`config.mk`:
```
export PLATFORM = sky130hd
export DESIGN_NAME = pipe_hazard_ctrl_flat
export DESIGN_NICKNAME = d
export VERILOG_FILES = /design/src/rtl/pipe_hazard_ctrl_pkg.sv /design/src/rtl/pipe_hazard_ctrl_if.sv /design/src/rtl/pipe_hazard_ctrl_fwd_unit.sv /design/src/rtl/pipe_hazard_ctrl.sv /design/src/flat_wrapper.sv
export SDC_FILE = /design/constraint.sdc
export NUM_CORES = 1
export LEC_CHECK = 0
export CAP_MARGIN = 20
export CORE_MARGIN = 10
export CORE_UTILIZATION = 32
export DETAILED_ROUTE_END_ITERATION = 10
export PLACE_DENSITY = 0.78
export REMOVE_ABC_BUFFERS = 1
export SLEW_MARGIN = 20
export SYNTH_ARGS = -nofsm -noshare
export SYNTH_HDL_FRONTEND = slang
export SYNTH_SLANG_ARGS = --single-unit
```
`constraint.sdc`:
```
create_clock -name clk -period 1.45 [get_ports clk]
set_input_delay 0.29 -clock clk [delete_from_list [all_inputs] [get_ports clk]]
set_output_delay 0.29 -clock clk [all_outputs]
set_load 0.02 [all_outputs]
```
`src/rtl/pipe_hazard_ctrl_pkg.sv`:
```
// Shared types and constants for the pipeline hazard controller and its forwarding units.
// FSM encodings, forwarding selects and register index width.
package pipe_hazard_ctrl_pkg;

  localparam int WIDTH_REGMARK = 5;
  localparam int WIDTH_FWD     = 2;

  typedef enum logic [1:0] {
    ST_RUN      = 2'd0,
    ST_MEM_WAIT = 2'd1,
    ST_FLUSH    = 2'd2,
    ST_HALT     = 2'd3
  } hz_state_t;

  localparam logic [WIDTH_FWD-1:0] FWD_RF    = 2'b00;
  localparam logic [WIDTH_FWD-1:0] FWD_EXMEM = 2'b01;
  localparam logic [WIDTH_FWD-1:0] FWD_MEMWB = 2'b10;

endpackage

```
`src/rtl/pipe_hazard_ctrl_if.sv`:
```
// Pipeline-register info in, stall/flush/forward controls out.
// master = pipeline side, slave = hazard controller.
interface pipe_hazard_ctrl_if #(
  parameter int WIDTH_REGMARK = pipe_hazard_ctrl_pkg::WIDTH_REGMARK
);
  logic [WIDTH_REGMARK-1:0] id_rs1;
  logic [WIDTH_REGMARK-1:0] id_rs2;
  logic                     id_rs1_use;
  logic                     id_rs2_use;
  logic [WIDTH_REGMARK-1:0] idex_rd;
  logic [WIDTH_REGMARK-1:0] idex_rs1;
  logic [WIDTH_REGMARK-1:0] idex_rs2;
  logic                     idex_regwe;
  logic                     idex_is_load;
  logic                     ex_redirect;
  logic [WIDTH_REGMARK-1:0] exmem_rd;
  logic                     exmem_regwe;
  logic                     exmem_is_load;
  logic                     exmem_dram_req;
  logic                     dram_ready;
  logic [WIDTH_REGMARK-1:0] memwb_rd;
  logic                     memwb_regwe;

  logic        pc_stall;
  logic        ifid_stall;
  logic        ifid_flush;
  logic        idex_stall;
  logic        idex_flush;
  logic        exmem_stall;
  logic        memwb_flush;
  logic [1:0]  fwd_a;
  logic [1:0]  fwd_b;
  logic        mem_err;
  logic [31:0] perf_stall_cnt;
  logic [31:0] perf_flush_cnt;

  modport master (
    output id_rs1, id_rs2, id_rs1_use, id_rs2_use, idex_rd, idex_rs1, idex_rs2,
           idex_regwe, idex_is_load, ex_redirect, exmem_rd, exmem_regwe,
           exmem_is_load, exmem_dram_req, dram_ready, memwb_rd, memwb_regwe,
    input  pc_stall, ifid_stall, ifid_flush, idex_stall, idex_flush, exmem_stall,
           memwb_flush, fwd_a, fwd_b, mem_err, perf_stall_cnt, perf_flush_cnt
  );

  modport slave (
    input  id_rs1, id_rs2, id_rs1_use, id_rs2_use, idex_rd, idex_rs1, idex_rs2,
           idex_regwe, idex_is_load, ex_redirect, exmem_rd, exmem_regwe,
           exmem_is_load, exmem_dram_req, dram_ready, memwb_rd, memwb_regwe,
    output pc_stall, ifid_stall, ifid_flush, idex_stall, idex_flush, exmem_stall,
           memwb_flush, fwd_a, fwd_b, mem_err, perf_stall_cnt, perf_flush_cnt
  );

endinterface

```
`src/rtl/pipe_hazard_ctrl_fwd_unit.sv`:
```
// Combinational operand-forwarding select for one EX operand; zero latency.
// EX/MEM ALU results win over MEM/WB; loads in EX/MEM and register 0 never forward.
module pipe_fwd_unit #(
  parameter int WIDTH_REGMARK = 5
) (
  input  logic [WIDTH_REGMARK-1:0]                   ex_rs,
  input  logic [WIDTH_REGMARK-1:0]                   exmem_rd,
  input  logic                                       exmem_regwe,
  input  logic                                       exmem_is_load,
  input  logic [WIDTH_REGMARK-1:0]                   memwb_rd,
  input  logic                                       memwb_regwe,
  output logic [pipe_hazard_ctrl_pkg::WIDTH_FWD-1:0] fwd_sel
);
  import pipe_hazard_ctrl_pkg::*;

  always_comb begin
    fwd_sel = FWD_RF;
    if (exmem_regwe && !exmem_is_load && (exmem_rd != '0) && (exmem_rd == ex_rs)) begin
      fwd_sel = FWD_EXMEM;
    end else if (memwb_regwe && (memwb_rd != '0) && (memwb_rd == ex_rs)) begin
      fwd_sel = FWD_MEMWB;
    end
  end

endmodule

```
`src/rtl/pipe_hazard_ctrl.sv`:
```
// Stall/flush/forward controller for the 5-stage pipeline; controls are combinational from state and inputs.
// PIPE_PERF_CNT_EN adds 32-bit stall-cycle and redirect counters; otherwise they read 0.
module pipe_hazard_ctrl #(
  parameter int WIDTH_REGMARK = pipe_hazard_ctrl_pkg::WIDTH_REGMARK,
  parameter int FLUSH_CYCLES  = 2,
  parameter int MEM_TIMEOUT   = 16
) (
  input logic               clk,
  input logic               rst,
  pipe_hazard_ctrl_if.slave hz
);
  import pipe_hazard_ctrl_pkg::*;

  localparam logic [2:0] FLUSH_RELOAD = 3'(FLUSH_CYCLES - 1);
  localparam logic [7:0] TIMEOUT      = 8'(MEM_TIMEOUT);

  hz_state_t  state;
  logic [2:0] flush_cnt;
  logic [7:0] wait_cnt;
  logic       mem_err_q;

  logic mem_block;
  logic load_use;
  logic freeze;
  logic redirect_take;
  logic flush_on;
  logic lu_stall;
  logic pc_stall;
  logic [WIDTH_FWD-1:0] fwd_a_raw;
  logic [WIDTH_FWD-1:0] fwd_b_raw;

  assign mem_block = hz.exmem_dram_req & ~hz.dram_ready;
  assign load_use  = hz.idex_is_load & hz.idex_regwe & (hz.idex_rd != '0) &
                     ((hz.id_rs1_use & (hz.id_rs1 == hz.idex_rd)) |
                      (hz.id_rs2_use & (hz.id_rs2 == hz.idex_rd)));

  always_comb begin
    freeze        = 1'b0;
    redirect_take = 1'b0;
    flush_on      = 1'b0;
    lu_stall      = 1'b0;
    case (state)
      ST_HALT: freeze = 1'b1;
      ST_MEM_WAIT: begin
        // On release, a held redirect/load-use in ID/EX is acted on unless a flush sequence resumes.
        if (!hz.dram_ready) begin
          freeze = 1'b1;
        end else if (flush_cnt == 3'd0) begin
          redirect_take = hz.ex_redirect;
          lu_stall      = ~hz.ex_redirect & load_use;
        end
      end
      ST_FLUSH: begin
        if (mem_block) freeze = 1'b1;
        else           flush_on = 1'b1;
      end
      default: begin
        if (mem_block)           freeze = 1'b1;
        else if (hz.ex_redirect) redirect_take = 1'b1;
        else                     lu_stall = load_use;
      end
    endcase
    if (rst) begin
      freeze        = 1'b0;
      redirect_take = 1'b0;
      flush_on      = 1'b0;
      lu_stall      = 1'b0;
    end
  end

  assign pc_stall       = freeze | lu_stall;
  assign hz.pc_stall    = pc_stall;
  assign hz.ifid_stall  = freeze | lu_stall;
  assign hz.ifid_flush  = redirect_take | flush_on;
  assign hz.idex_stall  = freeze;
  assign hz.idex_flush  = redirect_take | flush_on | lu_stall;
  assign hz.exmem_stall = freeze;
  assign hz.memwb_flush = freeze;
  assign hz.mem_err     = mem_err_q;

  always_ff @(posedge clk) begin
    if (rst) begin
      state     <= ST_RUN;
      flush_cnt <= 3'd0;
      wait_cnt  <= 8'd0;
      mem_err_q <= 1'b0;
    end else begin
      case (state)
        ST_RUN: begin
          if (mem_block) begin
            state    <= ST_MEM_WAIT;
            wait_cnt <= 8'd1;
          end else if (redirect_take && (FLUSH_CYCLES > 1)) begin
            flush_cnt <= FLUSH_RELOAD;
            state     <= ST_FLUSH;
          end
        end
        ST_FLUSH: begin
          // A memory wait parks flush_cnt; the sequence resumes after release.
          if (mem_block) begin
            state    <= ST_MEM_WAIT;
            wait_cnt <= 8'd1;
          end else if (flush_cnt <= 3'd1) begin
            flush_cnt <= 3'd0;
            state     <= ST_RUN;
          end else begin
            flush_cnt <= flush_cnt - 3'd1;
          end
        end
        ST_MEM_WAIT: begin
          if (hz.dram_ready) begin
            wait_cnt <= 8'd0;
            if (flush_cnt != 3'd0) begin
              state <= ST_FLUSH;
            end else if (redirect_take && (FLUSH_CYCLES > 1)) begin
              flush_cnt <= FLUSH_RELOAD;
              state     <= ST_FLUSH;
            end else begin
              state <= ST_RUN;
            end
          end else if (wait_cnt >= TIMEOUT) begin
            state     <= ST_HALT;
            mem_err_q <= 1'b1;
          end else begin
            wait_cnt <= wait_cnt + 8'd1;
          end
        end
        default: state <= ST_HALT;
      endcase
    end
  end

  pipe_fwd_unit #(.WIDTH_REGMARK(WIDTH_REGMARK)) u_fwd_a (
    .ex_rs         (hz.idex_rs1),
    .exmem_rd      (hz.exmem_rd),
    .exmem_regwe   (hz.exmem_regwe),
    .exmem_is_load (hz.exmem_is_load),
    .memwb_rd      (hz.memwb_rd),
    .memwb_regwe   (hz.memwb_regwe),
    .fwd_sel       (fwd_a_raw)
  );

  pipe_fwd_unit #(.WIDTH_REGMARK(WIDTH_REGMARK)) u_fwd_b (
    .ex_rs         (hz.idex_rs2),
    .exmem_rd      (hz.exmem_rd),
    .exmem_regwe   (hz.exmem_regwe),
    .exmem_is_load (hz.exmem_is_load),
    .memwb_rd      (hz.memwb_rd),
    .memwb_regwe   (hz.memwb_regwe),
    .fwd_sel       (fwd_b_raw)
  );

  assign hz.fwd_a = rst ? FWD_RF : fwd_a_raw;
  assign hz.fwd_b = rst ? FWD_RF : fwd_b_raw;

`ifdef PIPE_PERF_CNT_EN
  logic [31:0] perf_stall_q;
  logic [31:0] perf_flush_q;

  always_ff @(posedge clk) begin
    if (rst) begin
      perf_stall_q <= 32'd0;
      perf_flush_q <= 32'd0;
    end else begin
      if (pc_stall)      perf_stall_q <= perf_stall_q + 32'd1;
      if (redirect_take) perf_flush_q <= perf_flush_q + 32'd1;
    end
  end

  assign hz.perf_stall_cnt = perf_stall_q;
  assign hz.perf_flush_cnt = perf_flush_q;
`else
  assign hz.perf_stall_cnt = 32'd0;
  assign hz.perf_flush_cnt = 32'd0;
`endif

endmodule

```
`src/flat_wrapper.sv`:
```
// flat-port wrapper written by rule: the top's interface ports become plain ports
module pipe_hazard_ctrl_flat import pipe_hazard_ctrl_pkg::*;
#(
  parameter int WIDTH_REGMARK = pipe_hazard_ctrl_pkg::WIDTH_REGMARK,
  parameter int FLUSH_CYCLES  = 2,
  parameter int MEM_TIMEOUT   = 16
)
  (clk, rst, hz_id_rs1, hz_id_rs2, hz_id_rs1_use, hz_id_rs2_use, hz_idex_rd, hz_idex_rs1, hz_idex_rs2, hz_idex_regwe, hz_idex_is_load, hz_ex_redirect, hz_exmem_rd, hz_exmem_regwe, hz_exmem_is_load, hz_exmem_dram_req, hz_dram_ready, hz_memwb_rd, hz_memwb_regwe, hz_pc_stall, hz_ifid_stall, hz_ifid_flush, hz_idex_stall, hz_idex_flush, hz_exmem_stall, hz_memwb_flush, hz_fwd_a, hz_fwd_b, hz_mem_err, hz_perf_stall_cnt, hz_perf_flush_cnt);
  pipe_hazard_ctrl_if #(.WIDTH_REGMARK(WIDTH_REGMARK)) hz_i ();
  input logic clk;
  input logic rst;
  input wire logic [$bits(hz_i.id_rs1)-1:0] hz_id_rs1;
  input wire logic [$bits(hz_i.id_rs2)-1:0] hz_id_rs2;
  input wire logic [$bits(hz_i.id_rs1_use)-1:0] hz_id_rs1_use;
  input wire logic [$bits(hz_i.id_rs2_use)-1:0] hz_id_rs2_use;
  input wire logic [$bits(hz_i.idex_rd)-1:0] hz_idex_rd;
  input wire logic [$bits(hz_i.idex_rs1)-1:0] hz_idex_rs1;
  input wire logic [$bits(hz_i.idex_rs2)-1:0] hz_idex_rs2;
  input wire logic [$bits(hz_i.idex_regwe)-1:0] hz_idex_regwe;
  input wire logic [$bits(hz_i.idex_is_load)-1:0] hz_idex_is_load;
  input wire logic [$bits(hz_i.ex_redirect)-1:0] hz_ex_redirect;
  input wire logic [$bits(hz_i.exmem_rd)-1:0] hz_exmem_rd;
  input wire logic [$bits(hz_i.exmem_regwe)-1:0] hz_exmem_regwe;
  input wire logic [$bits(hz_i.exmem_is_load)-1:0] hz_exmem_is_load;
  input wire logic [$bits(hz_i.exmem_dram_req)-1:0] hz_exmem_dram_req;
  input wire logic [$bits(hz_i.dram_ready)-1:0] hz_dram_ready;
  input wire logic [$bits(hz_i.memwb_rd)-1:0] hz_memwb_rd;
  input wire logic [$bits(hz_i.memwb_regwe)-1:0] hz_memwb_regwe;
  output wire logic [$bits(hz_i.pc_stall)-1:0] hz_pc_stall;
  output wire logic [$bits(hz_i.ifid_stall)-1:0] hz_ifid_stall;
  output wire logic [$bits(hz_i.ifid_flush)-1:0] hz_ifid_flush;
  output wire logic [$bits(hz_i.idex_stall)-1:0] hz_idex_stall;
  output wire logic [$bits(hz_i.idex_flush)-1:0] hz_idex_flush;
  output wire logic [$bits(hz_i.exmem_stall)-1:0] hz_exmem_stall;
  output wire logic [$bits(hz_i.memwb_flush)-1:0] hz_memwb_flush;
  output wire logic [$bits(hz_i.fwd_a)-1:0] hz_fwd_a;
  output wire logic [$bits(hz_i.fwd_b)-1:0] hz_fwd_b;
  output wire logic [$bits(hz_i.mem_err)-1:0] hz_mem_err;
  output wire logic [$bits(hz_i.perf_stall_cnt)-1:0] hz_perf_stall_cnt;
  output wire logic [$bits(hz_i.perf_flush_cnt)-1:0] hz_perf_flush_cnt;
  assign hz_i.id_rs1 = hz_id_rs1;
  assign hz_i.id_rs2 = hz_id_rs2;
  assign hz_i.id_rs1_use = hz_id_rs1_use;
  assign hz_i.id_rs2_use = hz_id_rs2_use;
  assign hz_i.idex_rd = hz_idex_rd;
  assign hz_i.idex_rs1 = hz_idex_rs1;
  assign hz_i.idex_rs2 = hz_idex_rs2;
  assign hz_i.idex_regwe = hz_idex_regwe;
  assign hz_i.idex_is_load = hz_idex_is_load;
  assign hz_i.ex_redirect = hz_ex_redirect;
  assign hz_i.exmem_rd = hz_exmem_rd;
  assign hz_i.exmem_regwe = hz_exmem_regwe;
  assign hz_i.exmem_is_load = hz_exmem_is_load;
  assign hz_i.exmem_dram_req = hz_exmem_dram_req;
  assign hz_i.dram_ready = hz_dram_ready;
  assign hz_i.memwb_rd = hz_memwb_rd;
  assign hz_i.memwb_regwe = hz_memwb_regwe;
  assign hz_pc_stall = hz_i.pc_stall;
  assign hz_ifid_stall = hz_i.ifid_stall;
  assign hz_ifid_flush = hz_i.ifid_flush;
  assign hz_idex_stall = hz_i.idex_stall;
  assign hz_idex_flush = hz_i.idex_flush;
  assign hz_exmem_stall = hz_i.exmem_stall;
  assign hz_memwb_flush = hz_i.memwb_flush;
  assign hz_fwd_a = hz_i.fwd_a;
  assign hz_fwd_b = hz_i.fwd_b;
  assign hz_mem_err = hz_i.mem_err;
  assign hz_perf_stall_cnt = hz_i.perf_stall_cnt;
  assign hz_perf_flush_cnt = hz_i.perf_flush_cnt;
  pipe_hazard_ctrl #(.WIDTH_REGMARK(WIDTH_REGMARK), .FLUSH_CYCLES(FLUSH_CYCLES), .MEM_TIMEOUT(MEM_TIMEOUT)) u_core (.clk(clk), .rst(rst), .hz(hz_i));
endmodule
```
==> flow_summary.json, run 1 <==
{
  "outcome": "finished with violations",
  "violations": "negative setup slack",
  "gp_congestion": 0.875,
  "switching_share": 0.386,
  "syn_inst": 216,
  "via_per_inst": 4.38,
  "ys_top_cells_by_area": "buf_4 30%, dfxtp_1 16%, xor2_1 9.1%",
  "period_share": 1.30,
  "power_leakage_nw": 1.24,
  "synthArstFlopShare": 0,
  "critical_path_class": "reg -> out",
  "setup_slack_ps": -430,
  "insertion_delay_ps": 260,
  "hold_path.class": "reg -> reg",
  "yosysMostFrequentCell": "buf_4",
  "finalNetCount": 366,
  "dieHeight_um": 93.4,
  "clockPowerShare": 0.254,
  "cts_buffers": 3,
  "yosysSeqAreaShare": 0.162,
  "crit_path_start_kind": "register",
  "gr-usage-all-layers": 0.122,
  "antenna_found_initial": 0,
  "synth_top_flop_cell": "dfxtp_1",
  "die_w_um": 93.4,
  "clk_pin_slew_ps": 70,
  "grt_pass1_vias": 1875,
  "place_hpwl_mm": 4.33,
  "avgSynthCellArea_um2": 7.99,
  "p_switching_uw": 629,
  "power_density_nw_per_um2": 586,
  "grt_pass1_wl_mm": 8.73,
  "drc_errors": 0,
  "cts_buffer_depth": 2,
  "cts_root_buffer": "clkbuf_8",
  "cts.htree.levels": 1,
  "synthTopCellsByCount": "68 x buf_4, 18 x xor2_1, 14 x dfxtp_1, 12 x xnor2_1, 10 x a21oi_1",
  "cts_tree": "done",
  "synth_edf_count": 0,
  "fin_skew_ps": 6.50,
  "slew_violations": 0,
  "netlist_area_um2": 1730,
  "path_max_fanout": 2,
  "area_growth_pct": 61.1,
  "end_kind": "output port",
  "synth_top_cell_by_area": "buf_4",
  "grt_overflow_total": 0,
  "timing.fmax_mhz": 532,
  "rows": 26,
  "ir_worst_vdd_uv": 285,
  "critPathArrivalTime_ps": 1590,
  "final_core_util": 0.537,
  "vias": 1678,
  "p_int_mw": 1.00,
  "setup_viol_count_final": 17,
  "ant_nets": 0,
  "drt-initial-drc-count": 105,
  "power_frac_comb": 0.493,
  "n_antenna_cell": 0,
  "wl_per_cell_um": 15.1,
  "drt-total-wl_mm": 5.78,
  "finalHoldViolCount": 0,
  "synth_cell_types": 43,
  "drive_above_1_share": 0.428,
  "grt_max_degree": 15,
  "drt_pass1_iterations": 4,
  "yosys.area.top_type_share": 0.296,
  "pin_count": 123,
  "whs_ps": 478,
  "min_period_ps": 1880,
  "maxCapViolCount": 0,
  "ys_warn_count": 0,
  "seqPwrFrac": 0.253,
  "rsz0062_at_grt": "yes",
  "coreArea_um2": 5170,
  "cp.required_ps": 1160,
  "clock_sinks": 14,
  "start_util": 0.334,
  "ys_seq_elements": 14,
  "io_buffers": 58,
  "die_area_um2": 8730
}
-- worst max-delay path, cell delays in order, from the launching register on --
cell,delay [ps]
dfxtp_2,320
inv_2,70
ha_4,130
nand3b_1,130
a21boi_4,180
o2111ai_2,120
o21bai_1,200
buf_4,180
-- cell families (layout without fill, tap and decap cells) --
kind of cell | count (synthesis) | in the layout | share of synthesized area
compound gates | 35 | 35 | 0.143
xor+xnor | 30 | 30 | 0.152
fa+ha+maj | 5 | 5 | 0.0363
buf+inv | 78 | 112 | 0.318
flops | 14 | 14 | 0.162
mux | 1 | 1 | 0.00580
other cells | 1 | 64 | 0.00217
simple gates | 52 | 52 | 0.181
-- sequential cells by signal, indices dropped and copies added, names as in the netlist --
signal / flops
u_core.hz.mem_err: 1
u_core.state: 2
u_core.wait_cnt: 8
u_core.flush_cnt: 3
-- worst paths after layout --
kind                                           from                  to  slack [ps]  depth (start not counted)
worst max-delay path            u_core.flush_cnt[1]         hz_pc_stall        -430                          7
worst min-delay path              u_core.hz.mem_err   u_core.hz.mem_err         480                          1
worst max register to register      u_core.state[1]  u_core.wait_cnt[1]         -60                          7
worst min register to register    u_core.hz.mem_err   u_core.hz.mem_err         480                          1
-- power by group through the flow --
stage / Sequential (mW) / Combinational [mW] / Clock, mW
2_1_floorplan: 0.419 / 0.335 / 0
3_3_place_gp: 0.415 / 0.630 / 0
3_5_place_dp: 0.415 / 0.642 / 0
4_1_cts: 0.411 / 0.732 / 0.411
5_1_grt: 0.414 / 0.861 / 0.425
6_report: 0.412 / 0.804 / 0.414
-- cells in the final DEF (no fill, tap or decap), types with 3 or more instances in the layout --
master | netlist | layout
a21oi_1 | 10 | 3
a21oi_2 | 0 | 7
buf_2 | 0 | 8
buf_4 | 68 | 37
buf_6 | 0 | 23
clkbuf_8 | 0 | 4
clkdlybuf4s15_1 | 0 | 3
clkdlybuf4s50_1 | 0 | 8
conb_1 | 1 | 64
dfxtp_1 | 14 | 10
dlygate4sd2_1 | 0 | 17
ha_1 | 5 | 3
inv_1 | 9 | 5
inv_2 | 0 | 4
nand2b_4 | 0 | 4
nand3_1 | 5 | 4
nor2_1 | 9 | 6
nor2_2 | 0 | 3
nor3_1 | 8 | 4
nor3_2 | 0 | 4
nor3b_4 | 0 | 3
o21bai_1 | 4 | 3
xnor2_1 | 12 | 8
xnor2_2 | 0 | 4
xor2_1 | 18 | 16
-- metrics by stage --
stage | setup WS (ps) | instance area [um2] | TNS [ps] | power [mW] | std cells
2_1_floorplan | -875 | 1450 | -3860 | 0.754 | 210
5_1_grt | -556 | 2780 | -4110 | 1.70 | 383
4_1_cts | -408 | 2640 | -3490 | 1.55 | 383
6_report | -430 | 2780 | -2880 | 1.63 | 383
3_5_place_dp | -1080 | 2360 | -16210 | 1.06 | 371
3_3_place_gp | -1030 | 2360 | -15570 | 1.05 | 371
-- metal layers --
metal  GRT usage  vias to the layer above  part of all wire
li1            -                      797                 -
met1       0.128                      780              0.39
met2       0.214                       94              0.49
met3      0.0448                        7              0.10
met4      0.0488                        0             0.021
met5           0                        -                 0
-- repair_timing --
item | in CTS | in global routing
pin swaps | 37 | 21
endpoints found under the setup margin | 24 | 23
gates resized for setup | 222 | 33
endpoints found under the hold margin | 0 | 0
hold buffers | 0 | 0
setup buffers | 9 | 2
-- layout make-up --
cell class	instances	area (um2)
Clock buffer	4	55.1
Fill cell	479	2390
Inverter	9	33.8
Multi-Input combinational cell	187	1450
Sequential cell	14	290
Tap cell	70	87.6
Timing Repair Buffer	99	867
Note: power is estimated with default switching activity, not from simulation.
==> run 2, diff against run 1 <==
CORE_ASPECT_RATIO = 2   (was default)
GPL_ROUTABILITY_DRIVEN = 0   (was default)
==> flow_summary.json, run 2 (synthesis gave the netlist of run 1 again) <==
{
  "r2r_cells": 7,
  "filler_cell_count": 441,
  "critical_path_class": "reg -> out",
  "fin_skew_ps": 2.44,
  "drt-total-wl_mm": 6.50,
  "hold_path.class": "reg -> reg",
  "cts_root_buffer": "clkbuf_8",
  "n_antenna_cell": 0,
  "final_cells": 381,
  "critPathArrivalTime_ps": 1670,
  "ir_worst_vdd_uv": 551,
  "cts_buffers": 3,
  "power_density_nw_per_um2": 586,
  "outcome": "finished with violations",
  "endpoint": "hz_idex_flush",
  "reg2reg_to": "u_core.wait_cnt[1]",
  "crit_start": "u_core.flush_cnt[0]",
  "clk_pin_slew_ps": 60,
  "cts.htree.levels": 1,
  "violations": "negative setup slack",
  "timing.fmax_mhz": 511,
  "end_kind": "output port",
  "cts_tree": "done",
  "drt_pass1_iterations": 4,
  "final_cell_mix": "64 x conb_1, 40 x buf_4, 29 x buf_6, 17 x xor2_1, 14 x dlygate4sd2_1",
  "drt-initial-drc-count": 71,
  "dp_cells": 364,
  "place_hpwl_mm": 5.01,
  "power_leakage_nw": 1.28,
  "gr-usage-all-layers": 0.126,
  "slew_violations": 0,
  "dieHeight_um": 124,
  "grt_pass1_vias": 1996,
  "grt_overflow_total": 0,
  "regToRegSetupSlack_ps": -190,
  "insertion_delay_ps": 260,
  "largest_reg_flops": 8,
  "grt_pass1_wl_mm": 9.13,
  "rows": 37,
  "io_buffers": 58,
  "antenna_found_initial": 0,
  "finalHoldViolCount": 0,
  "min_period_ps": 1960,
  "coreArea_um2": 5180,
  "period_share": 1.35,
  "wl_per_cell_um": 17.0,
  "rsz0062_at_grt": "yes",
  "regMostFlops": "u_core.wait_cnt",
  "clock_sinks": 14,
  "largest_registers": "u_core.wait_cnt: 8 flops, u_core.flush_cnt: 3 flops, u_core.state: 2 flops",
  "post_dp_cell_area_um2": 2390,
  "ant_nets": 0,
  "pin_count": 123,
  "grt_max_degree": 10,
  "final_common_cell": "conb_1",
  "maxCapViolCount": 0,
  "timing.rr.start": "u_core.state[0]",
  "crit_path_start_kind": "register",
  "holdCritStartpoint": "u_core.hz.mem_err",
  "start_util": 0.333,
  "vias": 1777,
  "setup_slack_ps": -508,
  "cp.required_ps": 1160,
  "path_max_fanout": 2,
  "finalInstanceArea_um2": 2860,
  "via_per_inst": 4.66,
  "setup_viol_count_final": 19,
  "area_growth_pct": 66.0,
  "drc_errors": 0,
  "holdBufCountCts": 0,
  "die_w_um": 71.9,
  "drive_above_1_share": 0.421,
  "cts_buffer_depth": 2,
  "finalNetCount": 376,
  "die_area_um2": 8910
}
## run 2: changes by cell type in the layout (fill, tap and decap cells not counted), moves of 3 or more
cell	change
clkdlybuf4s50_1	+3
nand2b_1	+3
dlygate4sd2_1	-3
nand2b_4	-3
buf_6	+6
buf_4	+3
a21oi_2	-4
## run 2: worst max-delay path, cell delays in order (launching register included)
cell      delay [ps]
dfxtp_2          320
inv_2             70
ha_4             140
nor3b_4          210
o21ai_2           90
nor3_2           150
buf_4            150
o21bai_1         100
buf_4            170
## run 2: area by class of cell
type,instances,area [um2],share of cell area
flip-flops and latches,14,290,0.101
clock buffers,4,55.1,0.0192
well taps,58,72.6,0.0253
multi-input cells,187,1440,0.501
repair buffers,109,977,0.341
inverters,9,33.8,0.0118
## run 2: how the worst min path moves through the flow
stage | to | cells past startpoint | slack [ps]
global route | u_core.hz.mem_err | 1 | 490
finish | u_core.hz.mem_err | 1 | 480
global placement | u_core.hz.mem_err | 1 | 450
CTS | u_core.hz.mem_err | 1 | 480
floorplan | u_core.state[0] | 1 | 360
detailed placement | u_core.hz.mem_err | 1 | 470
## run 2: per-layer routing
| layer | vias to the layer above | global-route usage | part of all wire |
|---|---|---|---|
| li1 | 818 | - | - |
| met1 | 830 | 0.115 | 0.34 |
| met2 | 120 | 0.243 | 0.56 |
| met3 | 9 | 0.0382 | 0.082 |
| met4 | 0 | 0.0596 | 0.020 |
| met5 | - | 0 | 0 |
## run 2: through the flow
step / setup slack (ps) / setup TNS, ps / total power, mW / utilization / hold slack [ps]
after floorplan: -875 / -3860 / 0.754 / - / 359
after global placement: -1120 / -15310 / 1.08 / 0.460 / 451
after detailed placement: -1180 / -15840 / 1.09 / 0.460 / 466
after CTS: -514 / -3150 / 1.55 / 0.502 / 477
after global routing: -613 / -5430 / 1.76 / 0.552 / 492
final: -508 / -4310 / 1.68 / 0.552 / 475
## run 2: what timing repair did
action,in CTS,in global routing
endpoints found under the setup margin,23,21
gates resized for setup,209,46
setup buffers,4,10
endpoints found under the hold margin,0,0
pin swaps,36,33
## run 2: power by group
group	switching (mW)	internal (mW)
registers	0.0158	0.398
clock network	0.162	0.242
logic	0.463	0.397
